File: config.mk
export PLATFORM = sky130hd
export DESIGN_NAME = shift_engine_flat
export DESIGN_NICKNAME = d
export VERILOG_FILES = /design/src/rtl/shift_engine_pkg.sv /design/src/rtl/shift_engine_if.sv /design/src/rtl/shift_bit_counter.sv /design/src/rtl/shift_engine.sv /design/src/flat_wrapper.sv
export SDC_FILE = /design/constraint.sdc
export NUM_CORES = 1
export LEC_CHECK = 0
export CAP_MARGIN = 20
export CORE_AREA = 2 2 55 57
export DETAILED_ROUTE_END_ITERATION = 6
export DIE_AREA = 0 0 57 59
export GPL_TIMING_DRIVEN = 0
export SYNTH_ARGS = -nofsm -noshare
export SYNTH_HDL_FRONTEND = slang
export SYNTH_HIERARCHICAL = 1
export SYNTH_SLANG_ARGS = --single-unit
File: constraint.sdc
create_clock -name clk -period 2.2 [get_ports clk]
set_input_delay 0.33 -clock clk [delete_from_list [all_inputs] [get_ports clk]]
set_output_delay 0.33 -clock clk [all_outputs]
set_load 0.02 [all_outputs]
File: src/rtl/shift_engine_pkg.sv
// Shared types and constants for the shift engine slice: FSM state encoding,
// transfer direction codes and the bit-counter width helper.
package shift_engine_pkg;

   typedef logic [0:0] stateT;

   localparam stateT IDLE  = 1'b0;
   localparam stateT SHIFT = 1'b1;

   localparam logic DIR_LSB = 1'b0;
   localparam logic DIR_MSB = 1'b1;

   // Counter width for a word of w bits; never zero so the vector stays legal.
   function automatic int unsigned cntWidth(input int unsigned w);
      return (w > 1) ? $clog2(w) : 1;
   endfunction

endpackage

File: src/rtl/shift_engine_if.sv
// Bus between the shift engine and its controller: load/start/edge strobes in,
// serial/parallel data and handshake status out.
interface shift_engine_if #(
   parameter int unsigned WIDTH = 8
);

   logic             peripheralClkEdge;
   logic             parallelLoad;
   logic [WIDTH-1:0] parallelDataIn;
   logic             start;
   logic             msbFirst;
   logic             serialDataIn;
   logic             serialDataOut;
   logic [WIDTH-1:0] parallelDataOut;
   logic             busy;
   logic             done;
   logic             parityOut;

   modport master (
      output peripheralClkEdge,
      output parallelLoad,
      output parallelDataIn,
      output start,
      output msbFirst,
      output serialDataIn,
      input  serialDataOut,
      input  parallelDataOut,
      input  busy,
      input  done,
      input  parityOut
   );

   modport slave (
      input  peripheralClkEdge,
      input  parallelLoad,
      input  parallelDataIn,
      input  start,
      input  msbFirst,
      input  serialDataIn,
      output serialDataOut,
      output parallelDataOut,
      output busy,
      output done,
      output parityOut
   );

endinterface

File: src/rtl/shift_bit_counter.sv
// Bit counter for one transfer: synchronous clear, increment, and a terminal
// flag raised while count == WIDTH-1. Wraps to zero on the terminal increment.
module shift_bit_counter
   import shift_engine_pkg::*;
#(
   parameter int unsigned WIDTH = 8,
   localparam int unsigned CntW = cntWidth(WIDTH)
) (
   input  logic            clk,
   input  logic            reset,
   input  logic            clear,
   input  logic            incr,
   output logic [CntW-1:0] count,
   output logic            terminal
);

   logic [CntW-1:0] countNext;

   assign terminal = (count == CntW'(WIDTH - 1));

   always_comb begin
      countNext = count;
      if (clear) begin
         countNext = '0;
      end else if (incr) begin
         countNext = terminal ? '0 : count + CntW'(1);
      end
   end

   always_ff @(posedge clk or posedge reset) begin
      if (reset) begin
         count <= '0;
      end else begin
         count <= countNext;
      end
   end

endmodule

File: src/rtl/shift_engine.sv
// Transaction-based serial/parallel shift engine with start/busy/done handshake
// and runtime direction. Optional parity output enabled by SHIFT_ENGINE_PARITY_EN.
module shift_engine
   import shift_engine_pkg::*;
#(
   parameter int unsigned WIDTH = 8
) (
   input logic           clk,
   input logic           reset,
   shift_engine_if.slave bus
);

   localparam int unsigned CntW = cntWidth(WIDTH);

   if (WIDTH < 2) begin : genWidthCheck
      $error("shift_engine: WIDTH must be at least 2");
   end

   logic [WIDTH-1:0] mem;
   stateT            state;
   logic             dirLatched;
   logic             doneReg;
   logic [CntW-1:0]  count;
   logic             terminal;
   logic             acceptStart;
   logic             doShift;
   logic             cntClear;

   // Load outranks start, which outranks a shift edge.
   always_comb begin
      acceptStart = !bus.parallelLoad && (state == IDLE) && bus.start;
      doShift     = !bus.parallelLoad && (state == SHIFT) && bus.peripheralClkEdge;
      cntClear    = bus.parallelLoad || acceptStart;
   end

   shift_bit_counter #(
      .WIDTH(WIDTH)
   ) uCounter (
      .clk     (clk),
      .reset   (reset),
      .clear   (cntClear),
      .incr    (doShift),
      .count   (count),
      .terminal(terminal)
   );

   always_ff @(posedge clk or posedge reset) begin
      if (reset) begin
         mem        <= '0;
         state      <= IDLE;
         dirLatched <= DIR_LSB;
         doneReg    <= 1'b0;
      end else begin
         doneReg <= 1'b0;
         if (bus.parallelLoad) begin
            mem   <= bus.parallelDataIn;
            state <= IDLE;
         end else if (acceptStart) begin
            state      <= SHIFT;
            dirLatched <= bus.msbFirst;
         end else if (doShift) begin
            if (dirLatched == DIR_MSB) begin
               mem <= {mem[WIDTH-2:0], bus.serialDataIn};
            end else begin
               mem <= {bus.serialDataIn, mem[WIDTH-1:1]};
            end
            if (terminal) begin
               state   <= IDLE;
               doneReg <= 1'b1;
            end
         end
      end
   end

   assign bus.serialDataOut   = (dirLatched == DIR_MSB) ? mem[WIDTH-1] : mem[0];
   assign bus.parallelDataOut = mem;
   assign bus.busy            = (state == SHIFT);
   assign bus.done            = doneReg;

`ifdef SHIFT_ENGINE_PARITY_EN
   assign bus.parityOut = ^mem;
`else
   assign bus.parityOut = 1'b0;
`endif

   aCountRange: assert property (@(posedge clk) disable iff (reset)
      count <= CntW'(WIDTH - 1));

   aDoneIdle: assert property (@(posedge clk) disable iff (reset)
      doneReg |-> (state == IDLE));

   aDonePulse: assert property (@(posedge clk) disable iff (reset)
      doneReg |=> !doneReg);

endmodule

File: src/flat_wrapper.sv
// flat-port wrapper written by rule: the top's interface ports become plain ports
module shift_engine_flat import shift_engine_pkg::*;
#(
   parameter int unsigned WIDTH = 8
)
  (clk, reset, bus_peripheralClkEdge, bus_parallelLoad, bus_parallelDataIn, bus_start, bus_msbFirst, bus_serialDataIn, bus_serialDataOut, bus_parallelDataOut, bus_busy, bus_done, bus_parityOut);
  shift_engine_if #(.WIDTH(WIDTH)) bus_i ();
  input logic clk;
  input logic reset;
  input wire logic [$bits(bus_i.peripheralClkEdge)-1:0] bus_peripheralClkEdge;
  input wire logic [$bits(bus_i.parallelLoad)-1:0] bus_parallelLoad;
  input wire logic [$bits(bus_i.parallelDataIn)-1:0] bus_parallelDataIn;
  input wire logic [$bits(bus_i.start)-1:0] bus_start;
  input wire logic [$bits(bus_i.msbFirst)-1:0] bus_msbFirst;
  input wire logic [$bits(bus_i.serialDataIn)-1:0] bus_serialDataIn;
  output wire logic [$bits(bus_i.serialDataOut)-1:0] bus_serialDataOut;
  output wire logic [$bits(bus_i.parallelDataOut)-1:0] bus_parallelDataOut;
  output wire logic [$bits(bus_i.busy)-1:0] bus_busy;
  output wire logic [$bits(bus_i.done)-1:0] bus_done;
  output wire logic [$bits(bus_i.parityOut)-1:0] bus_parityOut;
  assign bus_i.peripheralClkEdge = bus_peripheralClkEdge;
  assign bus_i.parallelLoad = bus_parallelLoad;
  assign bus_i.parallelDataIn = bus_parallelDataIn;
  assign bus_i.start = bus_start;
  assign bus_i.msbFirst = bus_msbFirst;
  assign bus_i.serialDataIn = bus_serialDataIn;
  assign bus_serialDataOut = bus_i.serialDataOut;
  assign bus_parallelDataOut = bus_i.parallelDataOut;
  assign bus_busy = bus_i.busy;
  assign bus_done = bus_i.done;
  assign bus_parityOut = bus_i.parityOut;
  shift_engine #(.WIDTH(WIDTH)) u_core (.clk(clk), .reset(reset), .bus(bus_i));
endmodule
==> flow_summary_export.csv <==
group,metric,value,unit
global_routing,antenna_found_initial,0,
critical_path,cp_max_fo,10,
flow_run,cap_violations,0,
cells_and_area,layout_common_cells,"clkdlybuf4s50_1 (25), nor2_1 (13), dfrtp_1 (13), nand2_1 (9), a211oi_1 (9)",
sta,slew_violations,0,
logic_synthesis,synthCells,82,
clock_tree,clock_tree.buffer_depth,2,
critical_path,reg2reg_to,"u_core/uCounter/count[0]",
pwr,power.internal,486.5,uW
cells_and_area,final_common_cell,"clkdlybuf4s50_1",
routing,viasPerCell,4.958,
clock_tree,cts_tree,"built",
pwr,swShare,30.18,%
global_routing,grt_usage,12.61,%
routing,vias,704,
critical_path,crit_end,"bus_serialDataOut",
clock_tree,htreeDepth,1,
sta,fin_ws,0.1099,ns
floorplanning,pin_count,27,
logic_synthesis,ys_warn_count,6,
sta,fmaxAchievable,0.4785,GHz
logic_synthesis,ys_seq_elements,14,
cells_and_area,fill_cells,293,
sta,fin_crit_sh,95.00,%
clock_tree,clock_latency,0.28,ns
floorplanning,die_h,59,microns
routing,drt-total-wl,1936,microns
routing,antenna_left,0,
clock_tree,clock-sinks,14,
run_status,status,"finished, final reports clean",
global_routing,grt-busiest-layer,"met2",
floorplanning,dieArea,3363,sq um
critical_path,cp.arrival,1.76,ns
clock_tree,cts_setup_buffers,0,
sta,fin_crit,2.090,ns
placed_design,place_congestion,0.6898,
critical_path,critPathLaunchType,"flip-flop",
clock_tree,cts_root_buf,"clkbuf_4",
logic_synthesis,synth_nets,99,
global_routing,met1_usage,15.98,%
floorplanning,core,2710,sq um
pwr,p_leak,0.0004854,uW
critical_path,reg2regPathDepth,4,
cells_and_area,drive_above_1_share,11.71,%
sta,grt_setup_unrepaired,"no",
worst_hold_path,hold_class,"in -> async",
routing,drc,0,
global_routing,grt_pass1_wl,3256,microns
sta,finalClockSkew,0.002306,ns
logic_synthesis,ys_seq_area_share,44.87,%
clock_tree,numCtsBuffers,3,
global_routing,grt_overflow_total,0,
floorplanning,initial_core_util,28.81,%
sta,hold_viol,0,
critical_path,crit_start,"u_core/dirLatched",
critical_path,cp-end-kind,"primary output",
pwr,p_seq_share,44.0,%
pwr,p_comb_share,28.4,%
pwr,p_per_area,629.3,nW/um^2
pwr,switching_power,210.3,uW
cells_and_area,n_antenna_cell,0,
floorplanning,dieWidth,57,microns
routing,dr.pass1.iters,4,
routing,wl_per_cell,13.63,microns
critical_path,r2r_slack,0.57,ns
pwr,pwr-share-clk,27.5,%
critical_path,critical_path_class,"reg -> out",
placed_design,dp_hpwl,1421,microns
critical_path,r2r_start,"u_core/bus.busy",
placed_design,port_buffers,25,
pwr,ir_drop,408.6,uV
critical_path,cp.required,1.87,ns
routing,first_iter_violations,6,
clock_tree,path_clk_slew,0.09,ns
logic_synthesis,syn_area_per_cell,9.521,sq um
global_routing,grt_pass1_vias,690,
placed_design,dp_slack,0.2459,ns
global_routing,grtUsageMet2,20.53,%
logic_synthesis,synth_area,780.7,sq um
logic_synthesis,synthDistinctLibCells,19,
global_routing,use_met3,5.459,%
sta,setup_tns,0,ns
floorplanning,core.rowCount,19,
global_routing,grt_max_degree,12,
cells_and_area,nets,129,
cells_and_area,syn_to_final_growth,41.83,%
sta,final-setup-viol-count,0,
pwr,finalPower,696.8,uW
[state kept, by name, indices dropped and copies added, names as in the netlist]
name / flops
u_core/dirLatched: 1
u_core/bus.done: 1
u_core/uCounter/count: 3
u_core/bus.parallelDataOut: 8
u_core/bus.busy: 1
[repair_timing]
item | CTS | global route
hold buffers | 0 | 0
resized for setup | 0 | 1
endpoints found under the setup margin | 0 | 1
[stage by stage]
stage	utilization, %	hold slack (ns)	instances	area [sq um]
CTS	40.81	0.2153	142	1106
global placement	39.47	0.5117	138	1070
floorplan	-	0.08364	82	780.7
global route	40.86	0.2185	142	1107
detailed placement	39.47	0.5309	138	1070
finish	40.86	0.2175	142	1107
[Yosys cell counts]
library cell | number | area share, %
ha_1 | 2 | 3.2
mux2i_1 | 2 | 2.6
a21oi_2 | 1 | 1.1
or3b_1 | 1 | 1.1
buf_2 | 3 | 1.9
conb_1 | 1 | 0.48
and2_1 | 2 | 1.6
dfrtp_1 | 14 | 45
buf_6 | 1 | 1.4
nor2_1 | 13 | 6.3
a211oi_1 | 9 | 8.7
o31ai_1 | 8 | 7.7
buf_4 | 1 | 0.96
nor2b_1 | 1 | 0.80
inv_1 | 2 | 0.96
mux2_2 | 2 | 2.9
and2b_1 | 7 | 6.7
nand2b_1 | 3 | 2.4
nand2_1 | 9 | 4.3
[final cells by class]
class,instances,area (sq um),area share [%]
buffer,5,33.78,3.051
clock buffer,4,36.28,3.277
inverter,2,7.507,0.6780
multi-input combinational,61,389.1,35.14
sequential,14,351.6,31.75
tap,31,38.79,3.503
timing repair buffer,25,250.2,22.60
[cell families (layout without fill, tap and decap cells)]
group / count (synthesis) / count (layout) / synth area share, %
flip-flops: 14 / 14 / 44.87
AND/OR/NAND/NOR: 36 / 36 / 23.24
AO/OA/AOI/OAI: 18 / 18 / 17.47
buffers and inverters: 7 / 36 / 5.289
multiplexers: 4 / 4 / 5.449
other: 1 / 1 / 0.4803
adder cells (fa/ha/maj): 2 / 2 / 3.205
[critical path, stage by stage, from the launching register on]
cell             delay [ns]
dfrtp_2                0.45
buf_6                  0.16
mux2_2                 0.33
clkdlybuf4s50_1        0.54
[power by group through the flow]
stage	Clock, uW	Sequential, uW	Combinational (uW)
6_report	192	307	198
5_1_grt	208	312	214
4_1_cts	200	306	200
3_5_place_dp	0	311	199
3_3_place_gp	0	311	197
2_1_floorplan	0	325	93.8
[routing by layer]
layer	vias to the layer above	share of wire (%)
met5	-	0
met4	0	0
met1	336	46
met2	23	47
li1	345	-
met3	0	7.0
[how the worst min path moves through the flow]
stage,start,endpoint,depth (start not counted)
5_1_grt,reset,u_core/uCounter/count[0],2
3_3_place_gp,u_core/uCounter/count[1],u_core/uCounter/count[1],2
6_report,reset,u_core/uCounter/count[0],2
3_5_place_dp,reset,u_core/uCounter/count[0],2
4_1_cts,reset,u_core/uCounter/count[0],2
2_1_floorplan,reset,u_core/uCounter/count[0],1
Power figures use the tool's default switching activity.
